File: src/rtl/coeff_to_three_bytes_packer_pkg.sv
// Shared constants and types for the coefficient-to-bytes packer.
// Q, N_COEFF and COEFF_W match the sampler so the two blocks round-trip.
package coeff_to_three_bytes_packer_pkg;

  localparam int          N_COEFF_DEF = 256;
  localparam logic [23:0] Q_DEF       = 24'd8380417;
  localparam int          COEFF_W     = 23;

  typedef enum logic {
    IDLE = 1'b0,
    SEND = 1'b1
  } state_e;

  // MSB-first byte select from the 24-bit b0b1b2 word.
  function automatic logic [7:0] word_byte(
    input logic [23:0] w,
    input logic [1:0]  i
  );
    logic [7:0] b;
    b = 8'h00;
    unique case (1'b1)
      (i == 2'd0): b = w[23:16];
      (i == 2'd1): b = w[15:8];
      (i == 2'd2): b = w[7:0];
      default:     b = 8'h00;
    endcase
    return b;
  endfunction

endpackage

File: src/rtl/coeff_to_three_bytes_packer_range_chk.sv
// Combinational range check: oor = coeff >= Q.
// Ports: coeff (24b) in, oor out.
module coeff_range_chk
  import coeff_to_three_bytes_packer_pkg::*;
#(
  parameter logic [23:0] Q = Q_DEF
) (
  input  logic [23:0] coeff,
  output logic        oor
);

  assign oor = (coeff >= Q);

endmodule

File: src/rtl/coeff_to_three_bytes_packer.sv
// Packs 23-bit coefficients into 3 MSB-first bytes, 1 byte/cycle.
// Ports: coeff valid/ready in, byte valid/ready out, byte_last, range_err, busy.
module coeff_to_three_bytes_packer
  import coeff_to_three_bytes_packer_pkg::*;
#(
  parameter int          N_COEFF = N_COEFF_DEF,
  parameter logic [23:0] Q       = Q_DEF
) (
  input  logic        clk,
  input  logic        rst,
  input  logic        coeff_valid,
  output logic        coeff_ready,
  input  logic [23:0] coeff,
  output logic        byte_valid,
  input  logic        byte_ready,
  output logic [7:0]  byte_out,
  output logic        byte_last,
  output logic        range_err,
  input  logic        err_clr,
  output logic        busy
);

  localparam int CW = (N_COEFF > 1) ? $clog2(N_COEFF) : 1;

  state_e        state_q, state_d;
  logic [1:0]    idx_q, idx_d;
  logic [23:0]   hold_q, hold_d;
  logic [CW-1:0] cnt_q, cnt_d;
  logic          err_q, err_d;

  logic send, last_b, xfer, accept, oor, at_end;

  coeff_range_chk #(
    .Q (Q)
  ) u_chk (
    .coeff (coeff),
    .oor   (oor)
  );

  assign send   = (state_q == SEND);
  assign last_b = send && (idx_q == 2'd2);
  assign xfer   = send && byte_ready;
  assign at_end = (cnt_q == CW'(N_COEFF - 1));

  // Ready while the final byte drains, so the next word
  // loads in the same cycle and the stream has no gap.
  assign coeff_ready = !rst && (!send || (last_b && byte_ready));
  assign accept      = coeff_valid && coeff_ready;

  assign byte_valid = send;
  assign byte_out   = send ? word_byte(hold_q, idx_q) : 8'h00;
  assign byte_last  = last_b && at_end;
  assign range_err  = err_q;
  assign busy       = send;

  always_comb begin
    state_d = state_q;
    idx_d   = idx_q;
    hold_d  = hold_q;
    cnt_d   = cnt_q;
    err_d   = err_q;
    if (xfer) begin
      if (idx_q == 2'd2) begin
        state_d = IDLE;
        idx_d   = 2'd0;
        cnt_d   = at_end ? '0 : cnt_q + CW'(1);
      end else begin
        idx_d = idx_q + 2'd1;
      end
    end
    if (accept) begin
      state_d = SEND;
      idx_d   = 2'd0;
      hold_d  = {1'b0, coeff[COEFF_W-1:0]};
    end
    // A new error outranks a clear in the same cycle.
    if (accept && oor) begin
      err_d = 1'b1;
    end else if (err_clr) begin
      err_d = 1'b0;
    end
  end

  always_ff @(posedge clk) begin
    if (rst) begin
      state_q <= IDLE;
      idx_q   <= 2'd0;
      hold_q  <= 24'h0;
      cnt_q   <= '0;
      err_q   <= 1'b0;
    end else begin
      state_q <= state_d;
      idx_q   <= idx_d;
      hold_q  <= hold_d;
      cnt_q   <= cnt_d;
      err_q   <= err_d;
    end
  end

endmodule

File: config.mk
export PLATFORM = sky130hd
export DESIGN_NAME = coeff_to_three_bytes_packer
export DESIGN_NICKNAME = d
export VERILOG_FILES = /design/src/rtl/coeff_to_three_bytes_packer_pkg.sv /design/src/rtl/coeff_to_three_bytes_packer_range_chk.sv /design/src/rtl/coeff_to_three_bytes_packer.sv
export SDC_FILE = /design/constraint.sdc
export NUM_CORES = 1
export LEC_CHECK = 0
export CAP_MARGIN = 20
export CORE_UTILIZATION = 25
export DETAILED_ROUTE_END_ITERATION = 16
export GPL_ROUTABILITY_DRIVEN = 0
export HOLD_SLACK_MARGIN = 0.03
export PLACE_DENSITY_LB_ADDON = 0.2
export SYNTH_ARGS = -nofsm -noshare
export SYNTH_HDL_FRONTEND = slang
export SYNTH_HIERARCHICAL = 1
export SYNTH_SLANG_ARGS = --single-unit
File: constraint.sdc
create_clock -name clk -period 1.85 [get_ports clk]
set_input_delay 0.37 -clock clk [delete_from_list [all_inputs] [get_ports clk]]
set_output_delay 0.37 -clock clk [all_outputs]
set_load 0.02 [all_outputs]
==> impl_metrics.csv <==
group,metric,value,unit
logic_synthesis,synth_cell_types,36,
timing,whs,0.4814,ns
place,pre_cts_slack,-0.5244,ns
power_and_ir_drop,ir_worst_vdd,236.6,uV
run,cap_violations,0,
worst_setup_path,crit_required,1.48,ns
worst_hold_path,worstHoldPathCells,2,
grt,grt_use_total,13.68,%
worst_setup_path,path_cells,"buf_4 > clkdlybuf4s50_1",
routing,firstDrtPassIters,5,
clock_tree,cts.clk_slew.worst_paths,0.07,ns
timing,timing.fmax,0.5559,GHz
routing,drcViolationCount,0,
routing,num_vias,1674,
logic_synthesis,yosysSeqAreaShare,39.46,%
clock_tree,cts_hold_buf,0,
worst_setup_path,cpMaxStageDelayCell,"clkdlybuf4s50_1",
routing,drtIter0Drc,83,
logic_synthesis,synth-edff-count,0,
grt,grt_pass1_vias,1555,
clock_tree,clock_latency,0.29,ns
grt,overflow,0,
finish,area_growth,41.93,%
worst_setup_path,start_kind,"flop",
logic_synthesis,synth.net_count,241,
worst_hold_path,whs_endpoint,"hold_q[22]",
timing,fin_crit_sh,97.24,%
worst_hold_path,min_from,"hold_q[22]",
timing,worst_slack,0.05112,ns
worst_hold_path,hold_path.class,"reg -> reg",
finish,regArea,705.7,um2
worst_setup_path,reg2reg_slack,0.15,ns
die,core_area,0.006832,mm2
clock_tree,cts_tree,"done",
finish,final_common_cell,"dfxtp_1",
finish,finish.instance_area,0.002520,mm2
grt,antenna_found_initial,0,
routing,wl,4.885,mm
worst_setup_path,end_kind,"output pin",
finish,antennaDiodeCount,0,
place,dp_hpwl,3.591,mm
grt,grt_pass1_wl,7.769,mm
die,initial_core_util,25.99,%
timing,skew,0.006158,ns
clock_tree,cts.sinks,35,
logic_synthesis,netlist_instances,211,
status,status,"finished clean",
logic_synthesis,ys_async_sr_fraction,0,%
place,portBuffers,41,
timing,final-max-slew-violation-count,0,
logic_synthesis,synth_area,0.001775,mm2
worst_setup_path,slowest_delay,0.60,ns
place,placed_cells,354,
worst_setup_path,startpoint,"busy",
routing,viasPerCell,4.612,
grt,grt_max_degree,26,
die,die_w,86.27,um
finish,num-nets-final,296,
logic_synthesis,yosysWarnings,6,
routing,detail-route-antenna-nets,0,
timing,grt_setup_unrepaired,"false",
finish,nFillCells,747,
die,ios,42,
power_and_ir_drop,finalPower,1.816,mW
timing,slew_headroom,56.37,%
die,die_area,0.007443,mm2
clock_tree,clock_path_buffers,2,
timing,fin_setup_tns,0,ns
die,die_y,86.27,um
worst_setup_path,cp_max_fo,5,
logic_synthesis,synth_seq_cells,35,
finish,utilization,36.89,%
timing,setup_viol,0,
place,place_area,0.002412,mm2
clock_tree,cts_buffers,5,
finish,final_cell_mix,"dfxtp_1, clkdlybuf4s50_1, inv_1",
logic_synthesis,avgSynthCellArea,8.414,um2
worst_setup_path,rr_startpoint,"idx_q[0]",
worst_setup_path,cp_data_arrival_time,1.43,ns
logic_synthesis,synthFlopType,"dfxtp_1",
worst_setup_path,critical_path_class,"reg -> out",
timing,finalHoldViolCount,0,
finish,final_cells,363,
worst_setup_path,r2r-end,"range_err",
die,rows,30,
timing,tightest_slew,0.6531,ns
power_and_ir_drop,p_leak,0.9517,nW
finish,multi_input_area,914.6,um2
timing,period_needed,1.799,ns
routing,wl_per_cell,13.46,um
worst_setup_path,reg2regPathDepth,5,
clock_tree,cts_max_level,2,
clock_tree,root_buffer,"clkbuf_8",
finish,layout-drive-gt1-share,19.85,%
power_and_ir_drop,power_density,720.8,mW/mm2
[area by class of cell]
| type | instances | area share (%) |
|---|---|---|
| multi-input cells | 130 | 36.30 |
| flip-flops and latches | 35 | 28.00 |
| inverters | 28 | 4.171 |
| repair buffers | 66 | 22.10 |
| clock inverters | 2 | 1.390 |
| clock buffers | 6 | 3.277 |
| well taps | 96 | 4.767 |
[kinds of logic (layout without fill, tap and decap cells)]
kind of cell / count (synthesis) / in the layout / synth area share [%]
AO/OA/AOI/OAI: 51 / 51 / 22.62
XOR/XNOR: 1 / 1 / 0.4934
adder cells (fa/ha/maj): 1 / 1 / 0.7046
buffers and inverters: 46 / 102 / 10.43
flip-flops: 35 / 35 / 39.46
multiplexers: 9 / 9 / 5.074
AND/OR/NAND/NOR: 68 / 68 / 21.21
[per-layer routing]
layer | GRT usage [%] | share of wire, %
met1 | 19.19 | 51
met2 | 21.00 | 44
met3 | 2.952 | 4.1
met4 | 4.091 | 1.2
met5 | 0 | 0
[how the worst max path moves through the flow]
stage	end	slack [ns]	cells after the start
finish	byte_valid	0.05	2
global route	byte_out[0]	0.006	5
CTS	coeff_ready	0.003	5
detailed placement	hold_q[4]	-0.52	5
global placement	range_err	-0.51	5
floorplan	coeff_ready	0.08	5
[what timing repair did]
action / 4_1_cts / 5_1_grt
endpoints found under the setup margin: 34 / 4
pin swaps: 1 / 2
gates resized for setup: 47 / 4
buffers inserted: 0 / 1
[registers in the layout, indices dropped and copies added (netlist names)]
name,cells
cnt_q,8
hold_q,23
idx_q,2
busy,1
range_err,1
[worst max-delay path, delay by kind of cell, from the launching register on]
kind	cells	cell delay, ns
buf+inv	2	0.76
flops	1	0.39
[synth_stat cells, types with 3 or more instances]
| cell | count | share of area [%] |
|---|---|---|
| inv_1 | 28 | 5.9 |
| or3_1 | 3 | 1.1 |
| dfxtp_1 | 35 | 39 |
| a21oi_1 | 9 | 2.5 |
| nor2_1 | 7 | 1.5 |
| clkbuf_1 | 10 | 2.1 |
| nand4_1 | 3 | 1.1 |
| o2bb2ai_1 | 7 | 3.5 |
| nand2_1 | 27 | 5.7 |
| buf_2 | 4 | 1.1 |
| nand3_1 | 5 | 1.4 |
| and2_1 | 7 | 2.5 |
| o21ai_0 | 3 | 0.85 |
| nor2b_1 | 3 | 1.1 |
| mux2i_1 | 9 | 5.1 |
| o32ai_1 | 23 | 11 |
[where the power goes]
group / total [mW] / leakage (nW) / switching (mW) / internal (mW)
clock: 0.720 / 0.0612 / 0.284 / 0.436
sequential: 0.816 / 0.288 / 0.0246 / 0.792
combinational: 0.280 / 0.603 / 0.136 / 0.143
total: 1.82 / 0.952 / 0.445 / 1.37
No activity file was read; power rests on OpenSTA's default activity.
